### src/rtl/imem_loader.sv
// Boot-time instruction memory loader: packs a byte stream MSB-first into 32-bit
// words, writes them to consecutive addresses, then checks a trailing XOR byte.
module imem_loader #(
  parameter int ADDR_W = 8,
  parameter int WORD_W = 32
) (
  input  logic              clk,
  input  logic              rst,
  input  logic              start,
  input  logic [8:0]        len,
  input  logic [7:0]        byte_in,
  input  logic              byte_valid,
  output logic              byte_ready,
  output logic              mem_we,
  output logic [ADDR_W-1:0] mem_addr,
  output logic [WORD_W-1:0] mem_wdata,
  output logic              busy,
  output logic              done,
  output logic              err,
  output logic              cpu_hold
);

  typedef enum logic [2:0] {IDLE, RECV, WRITE, CHK, DONE, ERR} state_t;

  state_t            state, nxt;
  logic [8:0]        len_q, wcnt;
  logic [1:0]        bcnt;
  logic [7:0]        csum;
  logic [ADDR_W-1:0] addr;
  logic [WORD_W-1:0] word;
  logic              can_start, go;

  assign can_start = (state == IDLE) || (state == DONE) || (state == ERR);
  assign go        = can_start && start && (len != 9'd0);
  assign mem_addr  = addr;
  assign mem_wdata = word;

  always_ff @(posedge clk or posedge rst) begin
    if (rst) state <= IDLE;
    else     state <= nxt;
  end

  always_comb begin
    nxt        = state;
    byte_ready = 1'b0;
    mem_we     = 1'b0;
    busy       = 1'b0;
    done       = 1'b0;
    err        = 1'b0;
    cpu_hold   = 1'b1;
    case (state)
      RECV: begin
        byte_ready = 1'b1;
        busy       = 1'b1;
        if (byte_valid && bcnt == 2'd3) nxt = WRITE;
      end
      WRITE: begin
        mem_we = 1'b1;
        busy   = 1'b1;
        nxt    = (wcnt + 9'd1 == len_q) ? CHK : RECV;
      end
      CHK: begin
        byte_ready = 1'b1;
        busy       = 1'b1;
        if (byte_valid) nxt = (byte_in == csum) ? DONE : ERR;
      end
      DONE: begin
        done     = 1'b1;
        cpu_hold = 1'b0;
      end
      ERR:     err = 1'b1;
      default: ;
    endcase
    // start is only honoured from the resting states
    if (can_start && start) nxt = (len == 9'd0) ? ERR : RECV;
  end

  always_ff @(posedge clk or posedge rst) begin
    if (rst) begin
      len_q <= '0;
      wcnt  <= '0;
      bcnt  <= '0;
      csum  <= '0;
      addr  <= '0;
      word  <= '0;
    end else begin
      if (go) begin
        len_q <= len;
        wcnt  <= '0;
        bcnt  <= '0;
        csum  <= '0;
        addr  <= '0;
      end
      if (state == RECV && byte_valid) begin
        word <= {word[WORD_W-9:0], byte_in};
        csum <= csum ^ byte_in;
        bcnt <= bcnt + 2'd1;
      end
      // address wraps to 0 after the 256th word; it is never written again
      if (state == WRITE) begin
        addr <= addr + ADDR_W'(1);
        wcnt <= wcnt + 9'd1;
      end
    end
  end

endmodule

### config.mk
export PLATFORM = sky130hd
export DESIGN_NAME = imem_loader
export DESIGN_NICKNAME = d
export VERILOG_FILES = /design/src/rtl/imem_loader.sv
export SDC_FILE = /design/constraint.sdc
export NUM_CORES = 1
export LEC_CHECK = 0
export CAP_MARGIN = 20
export CORE_ASPECT_RATIO = 1.1
export CORE_UTILIZATION = 51
export DETAILED_ROUTE_END_ITERATION = 8
export PLACE_DENSITY = 0.79
export RECOVER_POWER = 50
export SLEW_MARGIN = 20
export SYNTH_ARGS = -nofsm -noshare
export SYNTH_HDL_FRONTEND = slang
export SYNTH_SLANG_ARGS = --single-unit
### constraint.sdc
create_clock -name clk -period 2.6 [get_ports clk]
set_input_delay 0.26 -clock clk [delete_from_list [all_inputs] [get_ports clk]]
set_output_delay 0.26 -clock clk [all_outputs]
set_load 0.005 [all_outputs]
Yosys cells after proc, flatten, opt, wreduce, memory -nomap -nowiden
Cells that the tools add are included.

cells by class
  equality and inequality tests = 10
  mux-type cells = 20
  reduce and logical (&&, ||, !) cells = 15
  add/subtract/negate cells = 3
  bitwise gates (word level) = 1

operators by type and width
  kind                                                                    count
  8-bit 2-to-1 mux                                                        3
  9-bit 2-to-1 mux                                                        2
  3-bit 2-to-1 mux                                                        4
  9-bit by 1-bit adder with 9-bit output (second input constant)          1
  9-bit equality test                                                     1
  9-bit zero test                                                         1
  3-bit one-hot mux with 3 select lines                                   1
  9-bit nonzero test                                                      1
  8-bit by 1-bit adder with 8-bit output (second input constant)          1
  8-bit equality test                                                     1
  8-bit XOR                                                               1
  1-bit 2-to-1 mux                                                        7
  3-bit by 2-bit equality test with 1-bit output (second input constant)  2
  3-bit equality test (second input constant)                             2
  2-bit 2-to-1 mux                                                        3
  3-bit inequality test (second input constant)                           2
  1-bit logical AND                                                       4
  2-bit nonzero test                                                      2
  4-bit nonzero test                                                      1
  3-bit by 1-bit equality test with 1-bit output (second input constant)  1
  3-bit zero test                                                         1
  3-bit AND reduction                                                     1
  3-bit OR reduction                                                      1
  2-bit by 1-bit adder with 2-bit output (second input constant)          1
  other kinds (3)                                                         4

storage, ports and cells
  word-level logic and storage cells = 56
  output and inout port bits = 46
  input bits = 21
  flip-flop bits (word level) = 71

Depth between registers and ports, before layout
Gate-level depths: netlist (run 1).

  word-level depth = 7
  depth in mapped cells = 8
  depth with buffers taken out = 6

Least setup slack after synthesis (run 1)
Ideal clock, no wire load.

  path kind = register to register
  from = register state[0]
  to = register len_q[2]
  stages on the path, launching flop included = 6
  data required time = 2479 ps
  setup slack = 1018 ps
  period minus slack after synthesis = 1582 ps
  library setup time = 121 ps
  arrival = 1461 ps
  path buffers = 1
  path through = dfrtp_1 -> nor2b_2 -> nor3b_4 -> nand2_2 -> buf_2 -> a22o_1

between the ends
  word-level cells in the longest chain between the ends = 5
  elaborated cells on any way between the ends = 7
  those cells by class = eq/ne (2); reduce/logical (5)

ends and longest elaborated chain
  item                                                           RTL line  text
  from (decl)                                                    25        state_t state, nxt;
  from (signal assigned)                                         40        else state <= nxt;
  3-bit equality test / 3-bit zero test (equally long branches)  33        assign can_start = (state == IDLE) || (state == DONE) || (state == ERR);
  1-bit logical OR                                               33
  1-bit logical OR (*)                                           33
  1-bit logical AND (*) (2 in a row)                             34        assign go = can_start && start && (len != 9'd0);
  to (signal assigned)                                           88        len_q <= len;
  to (decl)                                                      26        logic [8:0] len_q, wcnt;

Every way passes the cells marked *; elsewhere a longest branch is shown, timed or not.
A chain may end at the register's enable or synchronous reset.

Final worst setup path (run 1)
  from = register state[1]
  to = output port mem_we

between the ends
  word-level cells in the longest chain between the ends = 2

ends and longest elaborated chain
  item                                            RTL line  text
  3-bit by 2-bit equality test with 1-bit output  51        case (state)
  1-bit 2-to-1 mux                                51
  to (decl)                                       14        output logic mem_we,

No other way between the ends.

==> results of run 1 <==
[cell families after synthesis]
group / after synthesis / share of synthesized area
AND/OR/NAND/NOR: 185 / 0.242
AO/OA/AOI/OAI: 61 / 0.110
adder cells (fa/ha/maj): 3 / 0.0114
buffers and inverters: 20 / 0.0269
flip-flops: 71 / 0.538
XOR/XNOR: 21 / 0.0557
multiplexers: 5 / 0.0167
[worst paths after layout]
| check | start | cells past startpoint | slack [ns] | endpoint |
|---|---|---|---|---|
| worst min register to register | mem_wdata[30] | 2 | 0.47 | mem_wdata[30] |
| worst max-delay path | state[1] | 4 | 0.14 | mem_we |
| max in group asynchronous | rst | 3 | 1.31 | mem_wdata[5] |
| worst max register to register | wcnt[0] | 6 | 0.53 | state[1] |
| worst min-delay path | mem_wdata[30] | 2 | 0.47 | mem_wdata[30] |
| min in group asynchronous | rst | 2 | 0.53 | mem_addr[0] |
[critical path: stages, from the launching register on]
cell,delay (ns)
dfrtp_1,0.54
and2b_1,0.26
nand2_2,0.08
inv_1,0.38
clkdlybuf4s50_1,0.59
[metrics by stage]
step                      hold WS [ns]  area, sq um  utilization  setup WS [ns]
after floorplan                  0.365         3300            -          0.543
after detailed placement         0.462         4050        0.650          0.501
after global placement           0.462         4050        0.650          0.513
final                            0.470         4280        0.687          0.144
after global routing             0.500         4280        0.687         0.0404
after CTS                        0.259         4280        0.687          0.159
[placed cells by master, fill, tap and decap left out, types with 2 or more instances in the layout]
master | synthesis | routed
buf_4 | 1 | 4
xor2_1 | 12 | 12
a21oi_2 | 2 | 2
nand3_1 | 10 | 10
ha_1 | 3 | 3
mux2_2 | 4 | 4
nand2_2 | 2 | 2
clkinvlp_4 | 0 | 2
nand4_1 | 5 | 5
a22o_1 | 2 | 2
nor4_1 | 3 | 3
nor3_1 | 4 | 4
xnor2_1 | 9 | 9
o21ai_0 | 26 | 26
and3_1 | 3 | 3
a21oi_1 | 5 | 5
o21ai_1 | 11 | 11
a31oi_1 | 2 | 2
clkdlybuf4s50_1 | 0 | 42
dfrtp_1 | 71 | 71
bufinv_16 | 0 | 2
dlygate4sd3_1 | 0 | 24
nand2_1 | 123 | 123
clkbuf_8 | 0 | 11
inv_1 | 6 | 6
o41ai_1 | 2 | 2
nand3b_1 | 2 | 2
nor2_1 | 25 | 25
o31ai_1 | 3 | 3
[power groups by stage]
| stage | registers [uW] | clock network [uW] | logic, uW |
|---|---|---|---|
| 2_1_floorplan | 1730 | 0 | 879 |
| 3_3_place_gp | 1760 | 0 | 1570 |
| 3_5_place_dp | 1770 | 0 | 1610 |
| 4_1_cts | 1760 | 1040 | 1620 |
| 5_1_grt | 1810 | 1080 | 1740 |
| 6_report | 1760 | 1020 | 1550 |
[synthesized netlist by cell type (all sizes together), types with 2 or more instances]
| library cell | count | area share |
|---|---|---|
| nand3 | 10 | 0.015 |
| clkbuf | 5 | 0.0057 |
| o21ai | 37 | 0.056 |
| xor2 | 12 | 0.032 |
| a21oi | 7 | 0.013 |
| nor3 | 4 | 0.0061 |
| a31oi | 2 | 0.0038 |
| dfrtp | 71 | 0.54 |
| o41ai | 2 | 0.0053 |
| nor2b | 2 | 0.0045 |
| nand4 | 5 | 0.0095 |
| ha | 3 | 0.011 |
| inv | 6 | 0.0068 |
| a22o | 2 | 0.0053 |
| nor2 | 25 | 0.028 |
| mux2 | 4 | 0.014 |
| nand3b | 2 | 0.0045 |
| o31ai | 3 | 0.0068 |
| buf | 9 | 0.014 |
| xnor2 | 9 | 0.024 |
| and3 | 3 | 0.0057 |
| nor4 | 3 | 0.0057 |
| nand2 | 125 | 0.14 |
[layout make-up]
type	count	share of cell area
tap	80	0.0234
clock inverter	5	0.0187
inverter	6	0.00526
timing repair buffer	71	0.166
clock buffer	11	0.0354
sequential	71	0.415
multi-input combinational	275	0.336
[sequential cells by signal (all words and copies together), names as in the netlist]
register,count
mem_addr,8
wcnt,9
bcnt,2
len_q,9
csum,8
state,3
mem_wdata,32
[layer usage]
layer	vias up	share of wire	track usage
li1	1362	-	-
met2	74	0.48	0.391
met1	1334	0.43	0.311
met5	-	0	0
met3	13	0.066	0.0905
met4	0	0.019	0.0976
==> summary.md, run 1 <==
| Metric | Value |
|---|---|
| Slew margin rel. | 0.399 |
| Routed vias/inst | 5.36 |
| Overall global routing resource usage | 0.248 |
| Initial Utilization | 0.530 |
| CTS clk-pin slew, worst paths | 0.07 ns |
| Ys async rst share | 1.00 |
| Initial antenna violation count | 0 |
| PD cells | 1010 nW/um^2 |
| Slew Viols, Final | 0 |
| Post-synth top flop | dfrtp_1 |
| Diodes inserted | 0 |
| DR pass1 iterations | 4 |
| Synth-to-Final Area Change | 29.5% |
| Crit path DAT | 2.20 ns |
| GP Congestion | 0.883 |
| # clock sinks | 71 |
| Die Ht | around 86 microns |
| DP HPWL | 5290 microns |
| Clock latency on the worst-skew pair | 0.35 ns |
| Placed insts | approximately 500 |
| Drt total wl | between 7000 and 8000 microns |
| Clk pwr share | 0.236 |
| Cell count after synthesis | 366 |
| Fill count | 537 |
| Syn. warnings | 0 |
| Vias in the first global route | 2,786 |
| Sequential power share | 0.405 |
| Drt initial violations | 152 |
| Hold Crit Class | reg2reg |
| Final period utilization | 0.945 |
| Sequential area share after synthesis | 0.538 |
| Switch share | 0.347 |
| H-tree lvl count | 3 |
| Largest net degree at the start of global routing | 50 |
| Worst Setup Start Kind | flip-flop |
| Row cnt | 30 |
| Clock period minus worst slack | 2.46 ns |
| RSZ-0062 raised after global routing | no |
| Gate power share | 0.359 |
| Placeable Area | roughly 6200 sq um |
| Setup Fix Bufs, Post-CTS | 0 |
| TNS Setup | 0 ns |
| Worst path required time | between 2 and 2.5 ns |
| Post-synth EDFFs | 0 |
| Total chip power | 4330 uW |
| Post-CTS resize count | 0 |
| Drt drc | 0 |
| Wire per inst | 14.8 microns |
| CP endpoint kind | output pin |
| CTS Buffer Depth | 2 |
| Sw power | 1500 uW |
| Status | finished clean |
| First-pass GRT wire length | 13,000 microns |
| Clock skew | 0.00651 ns |
| Die ar. | 6810 sq um |
| Die Width | just under 80 microns |
| Clk root buf | clkbuf_8 |
| CTS tree | done |
| Max-cap violation count | 0 |
| Vias after detailed routing | 2,783 |
| CTS buffer count | 9 |
| Nets | 458 |
| Seq. cell area | 1780 sq um |
| Leak Pwr | 0.00206 uW |
| Post-DRT Antenna Nets | 0 |
| Hold buffers post-CTS | 0 |
| Ratio of cells with drive above 1 in the final layout | 0.0706 |
| Internal | ~2800 uW |
| Fin. Hold Viols | 0 |
| Fmax | slightly above 400 MHz |
| Final setup fails | 0 |
| Mean Syn Cell Area | 9.03 sq um |
| Multi-input gate area in the final layout | 1440 sq um |
| Kind of critical path | reg2out |
| Worst vdd ir | around 680 uV |
| Synth Register Bits | 71 |
| Synth Cell Area | roughly 3300 sq um |
| Syn Nets | 390 |
| Num ports | 67 |
| Grt total ovfl | 0 |
| Distinct cell type count after synthesis | 43 |
| IO Port Bufs | 66 |
| Least-Margin Pin Slew | approximately 0.9 ns |
| CP max FO | 13 |
| Layout Cells excl Fill | 519 |
No activity file was read; power rests on OpenSTA's default activity.
==> run 2: changes to the inputs <==
Settings changed: ABC_AREA set to 1, CORE_UTILIZATION 51 to 52, PLACE_DENSITY 0.79 to 0.8.
==> run 2 against run 1 <==
The run now ends with max-capacitance violations, max-slew violations left. Synthesized cell count is 12% higher. Cell count up 8.5%. Hold slack improved by 0.021 ns. Count of clock-buffer cells in the layout down 1. Clock skew fell by 0.00090 ns. Sequential share of layout area is 0.49 points lower. Worst setup slack better by 0.26 ns. Global-route usage about the same. Largest cell class unchanged.
==> summary.md, run 2 <==
| Metric | Value |
|---|---|
| CTS buffer count | 9 (unchanged) |
| Die Width | 79.8 microns (+1.3%) |
| Synth Cell Area | 3460 sq um (+4.7%) |
| Grt total ovfl | 0 (unchanged) |
| Die ar. | 6980 sq um (+2.6%) |
| Largest net degree at the start of global routing | 72 (+44%) |
| Highest metal used | met4 |
| DR WL met3 | 259 microns (-49%) |
| Crit path DAT | 1.94 ns (-0.26 ns) |
| CP endpoint kind | output pin |
| # clock sinks | 71 (unchanged) |
| CP max FO | 9 (-4) |
| End of the critical path | mem_we |
| Met2 WL post-DR | 3690 microns (-0.78%) |
| Final setup fails | 0 (unchanged) |
| Worst path required time | 2.34 ns (about the same) |
| Mean Syn Cell Area | 8.41 sq um (-6.8%) |
| Drt initial violations | 127 (-16%) |
| Final period utilization | 0.844 (-0.100) |
| RSZ-0062 raised after global routing | no |
| Clock period minus worst slack | 2.20 ns (-0.261 ns) |
| Kind of critical path | reg2out |
| Clock skew | 0.00561 ns (-0.000897 ns) |
| Slew Viols, Final | 72 (+72) |
| Worst vdd ir | 395 uV (-42%) |
| Leading area contributor after synthesis | dfrtp_1 |
| Reg-to-Reg Start | state[2] |
| Setup Fix Bufs, Post-CTS | 0 (unchanged) |
| Total chip power | 2090 uW (-52%) |
| DR pass1 iterations | 4 (unchanged) |
| Synth area leaders | dfrtp_1, nand2_1, nand3_1 |
| H-tree lvl count | 3 (unchanged) |
| Crit path buf inv count | 2 (unchanged) |
| Cell count along the critical path | 4 (unchanged) |
| Num ports | 67 (unchanged) |
| Vias after detailed routing | 2,920 (+4.9%) |
| Worst setup path startpoint | state[2] |
| Status | finished with violations |
| Sw power | 510 uW (-66%) |
| Internal | 1580 uW (-44%) |
| TNS Setup | 0 ns (unchanged) |
| Drt total wl | 7480 microns (-2.9%) |
| Placeable Area | 6310 sq um (+1.2%) |
| Fin. Hold Viols | 0 (unchanged) |
| CTS clk-pin slew, worst paths | 0.08 ns (about the same) |
| Initial antenna violation count | 0 (unchanged) |
| DP HPWL | 5430 microns (+2.7%) |
| Vias in the first global route | 2,870 (+3.0%) |
| CTS tree | done |
| Hold Crit Class | reg2reg |
| Critical path's slowest cell | clkdlybuf4s50_1 |
| Fin worst setup slack | 0.405 ns (+0.261 ns) |
| Ratio of cells with drive above 1 in the final layout | 0.0973 (+0.0267) |
| CTS Buffer Depth | 2 (unchanged) |
| Die Ht | 87.5 microns (+1.3%) |
| Least-Margin Pin Slew | 1.67 ns (+0.774 ns) |
| Cell count after synthesis | 411 (+12%) |
| PD cells | 481 nW/um^2 (-52%) |
| Initial Utilization | 0.548 (+0.0181) |
| Syn. warnings | 0 (unchanged) |
| Fmax | 456 MHz (+12%) |
| Leak Pwr | 0.00214 uW (+4.1%) |
| Most common cell in the synthesized netlist | nand2_1 |
| Drt drc | 0 (unchanged) |
| Post-place setup slack | 0.644 ns (+0.143 ns) |
| Max-cap violation count | 1 (+1) |
| Sequential power share | 0.550 (+0.145) |
| R2R cell count | 6 (unchanged) |
| Crit-path cells | inv_1, nand2_1, nor2_2, clkdlybuf4s50_1 |
| IO Port Bufs | 66 (unchanged) |
| Failing checks | max-capacitance violations, max-slew violations |
| Commonest non-fill, non-tap cell in the layout | nand2_1 |
| Ys async rst share | 1.00 (unchanged) |
| Worst Setup Start Kind | flip-flop |
| Nets | 502 (+9.6%) |
| Syn Nets | 435 (+12%) |
| Clk pwr share | 0.384 (+0.148) |
| Most frequent cells in the layout | nand2_1, dfrtp_1, clkdlybuf4s50_1, inv_1, nand3_1 |
| Slew margin rel. | -0.116 (-0.515) |
| Worst R2R End | mem_wdata[21] |
| Post-synth top flop | dfrtp_1 |
| Wire per inst | 13.3 microns (-10%) |
| Synth top area share | 0.514 (-0.0239) |
| GP Congestion | 0.834 (-5.5%) |
| Synth-to-Final Area Change | 25.3% |
| Clk root buf | clkbuf_8 |
| Post-synth EDFFs | 0 (unchanged) |
| First-pass GRT wire length | 13,100 microns (+0.31%) |
| Diodes inserted | 0 (unchanged) |
| Clock latency on the worst-skew pair | 0.35 ns (about the same) |
| Largest register FFs | 32 (unchanged) |
| M1 wire length | 3280 microns (-1.5%) |
| Sequential area share after synthesis | 0.514 (-0.0239) |
| Post-DRT Antenna Nets | 0 (unchanged) |
| Hold buffers post-CTS | 0 (unchanged) |
| Max incr delay on CP | 0.59 ns (about the same) |
| Post-CTS resize count | 0 (unchanged) |
| Synth Register Bits | 71 (unchanged) |
| Synth top cells by count | nand2_1, dfrtp_1, inv_1, nand3_1, o21ai_0 |
| Row cnt | 30 (unchanged) |
| Gate power share | 0.065 (-0.294) |
| Overall global routing resource usage | 0.247 (-0.000350) |
| R2R setup slack | 0.43 ns (-0.10 ns) |
| Distinct cell type count after synthesis | 32 (-26%) |
| Largest delay contributor family on the critical path | buffers and inverters |
| Switch share | 0.244 (-0.103) |
| Routed vias/inst | 5.19 (-3.3%) |
## run 2: cell count changes in the layout (fill, tap and decap cells not counted), sizes merged, moves of 4 or more
cell,before,now
nand3,10,38
o22ai,1,6
nand2,125,144
buf,5,1
xor2,12,3
inv,6,44
dlygate4sd3,24,18
a21oi,7,2
clkdlybuf4s50,42,48
mux2,4,0
o21ai,37,43
## run 2: metrics by stage
stage / instances / hold slack, ns / instance area (sq um) / util
after global placement: 547 / 0.468 / 4170 / 0.661
final: 563 / 0.491 / 4330 / 0.687
after detailed placement: 547 / 0.482 / 4170 / 0.661
after CTS: 563 / 0.341 / 4350 / 0.690
after global routing: 563 / 0.519 / 4330 / 0.687
after floorplan: 411 / 0.377 / 3460 / -
## run 2: area by class of cell
cell class / instances / area [sq um]
timing repair buffer: 69 / 677
clock inverter: 6 / 46.3
fill: 515 / 1970
inverter: 46 / 175
sequential: 71 / 1780
clock buffer: 10 / 138
tap: 80 / 100
multi-input combinational: 281 / 1420
## run 2: cells by family after synthesis
family	count (synthesis)	synth area share
AO/OA/AOI/OAI	52	0.0970
XOR/XNOR	11	0.0279
adder cells (fa/ha/maj)	3	0.0109
buffers and inverters	59	0.0760
flip-flops	71	0.514
multiplexers	1	0.00289
AND/OR/NAND/NOR	214	0.272
## run 2: worst min-delay path: cells and delay by family, from the launching register on
| kind | cells | cell delay [ns] |
|---|---|---|
| flip-flops | 1 | 0.34 |
| AO/OA/AOI/OAI | 1 | 0.06 |
| AND/OR/NAND/NOR | 1 | 0.05 |
## run 2: how the worst min path moves through the flow
stage | slack, ns | endpoint | start | cells past startpoint
6_report | 0.49 | mem_wdata[28] | mem_wdata[28] | 2
3_5_place_dp | 0.48 | mem_wdata[28] | mem_wdata[28] | 2
2_1_floorplan | 0.38 | len_q[0] | len[0] | 2
3_3_place_gp | 0.47 | mem_wdata[29] | mem_wdata[29] | 2
4_1_cts | 0.34 | wcnt[5] | rst | 3
5_1_grt | 0.52 | len_q[0] | len[0] | 3
## run 2: metal layers
layer  up-vias  track usage
met5         -            0
met2        63        0.396
met1      1390        0.316
met4         0        0.141
li1       1447            -
met3        20       0.0479
## run 2: power groups by stage
stage | sequential, uW | combinational, uW | clock (uW)
2_1_floorplan | 1170 | 53.0 | 0
3_3_place_gp | 1170 | 144 | 0
3_5_place_dp | 1170 | 147 | 0
4_1_cts | 1150 | 148 | 816
5_1_grt | 1150 | 153 | 856
6_report | 1150 | 137 | 801
==> RTL edit (flow settings as in run 1) <==
Set the parameter `ADDR_W` to 6 (it was 8).
--- a/src/rtl/imem_loader.sv
+++ b/src/rtl/imem_loader.sv
@@ -3,3 +3,3 @@
 module imem_loader #(
-  parameter int ADDR_W = 8,
+  parameter int ADDR_W = 6,
   parameter int WORD_W = 32
Ports: changed (resized mem_addr); port bits go from 67 to 65. The function was not compared with the original's and may differ.
==> RTL edit against run 1 <==
Worst setup slack improved by 97 ps; synthesized area increased by 0.91%; sequential cell count decreased by 2; highest routed layer unchanged; total power increased by 9.1%; fmax increased by 4.1%; synthesized cell count increased by 2.2%; wire length decreased by 2.9%; clock skew increased by 3.6 ps; first-iteration DRC count increased by 16%; worst hold slack improved by 5.0 ps; sequential share of layout area decreased by 0.69 points; global-route usage decreased by 1.6 points; cell area decreased by 1.2%.
==> RTL edit: results <==
timing:
  fraction_of_the_cycle_the_final_worst_path_needs_pct: 90.72
  max_slew.worst_pin.slew_ps: 928.0
  hold-worst-slack_ps: 474.6
  clock_skew_ps: 10.16
drt:
  highest_layer: "met4"
  detailedRoute.firstIterationViolations: 177
  avgViaCountPerCell: 5.414
  wl_met2_um: 3727
  detailedRoute.firstPassIterationCount: 4
  routed-wl-met3_um: 390
  routedLengthMet1_um: 3205
  routed_wl_um: 7479
placement:
  dp_worst_setup_slack_ps: 547.1
  place_congestion: 0.8818
  dpl-instance-area_um2: 4039
  place_hpwl_um: 5153
  port_buffers: 64
finish:
  final-clk-cell-share_pct: 4.969
  n_all_inverters: 5
  share_of_post_route_cells_with_drive_strength_above_1_pct: 8.145
  n_clock_buffer: 11
  multi_input_area_um2: 1488
  final-instance-count-excl-fill: 522
  multi_input_combinational_gate_total: 281
  antennaDiodeCount: 0
  nFlopsAndLatches: 69
  register_area_um2: 1727
  final_area_um2: 4230
  fillerInstances: 499
min_path:
  timing.hold.worst_endpoint: "mem_wdata[27]"
  min_from: "mem_wdata[27]"
worst_setup_path:
  critical_path_top_delay_cell: "dfrtp_1"
  r2r-start: "wcnt[0]"
  timing.critical_path.slowest_cell_delay_ps: 620
  cp_top_family: "buffers and inverters"
  worst-path-max-fanout: 11
  timing.reg2reg.worst_path_depth: 6
synthesis:
  ys_seq_area_share_pct: 51.78
  synth-compound-area-share_pct: 11.11
  synth_nets: 398
  synthAdderAreaFrac_pct: 1.126
  synthDistinctLibCells: 50
  synth_top_cells_by_area: "dfrtp_1, nand2_1, o21ai_0, xor2_1, nor2_1"
  synthMuxAreaShare_pct: 1.989
  yosys-top-cells-count: "nand2_1, dfrtp_1, o21ai_0"
  post_synth.cell_area_avg_um2: 8.916
global_routing:
  first_pass_grt_wire_length_um: 12400
  grt.met3_usage_pct: 5.368
  grt_start_max_net_pins: 43
outcome:
  status: "complete, no violations"
pwr:
  static-leakage-power_nw: 2.012
  clk-power_uw: 897
  ir_drop_v: 0.0008609
  switching_share_pct: 37.23
  pwr.group.sequential_mw: 1.89
  clock_network_power_share_pct: 19.0
clock_network:
  post_cts.resized_instances: 0
[RTL edit: changes by cell type after synthesis, moves of 4 or more]
| cell | before | now |
|---|---|---|
| nand2b_1 | 0 | 4 |
| nand4_1 | 5 | 1 |
| a21oi_1 | 5 | 9 |
| buf_4 | 1 | 6 |
| nor2_1 | 25 | 19 |
| xnor2_1 | 9 | 5 |
[RTL edit: worst register-to-register path, stage by stage (launching register included)]
cell,delay (ps)
dfrtp_1,470
ha_1,370
nand2b_1,120
o21ai_0,200
a211oi_1,90
or4_1,530
o31ai_1,190
[RTL edit: cell families (layout without fill, tap and decap cells)]
kind of cell | count (synthesis) | after routing
compound gates | 64 | 64
xor+xnor | 18 | 18
mux | 6 | 6
fa+ha+maj | 3 | 3
buf+inv | 24 | 92
flops | 69 | 69
simple gates | 190 | 190
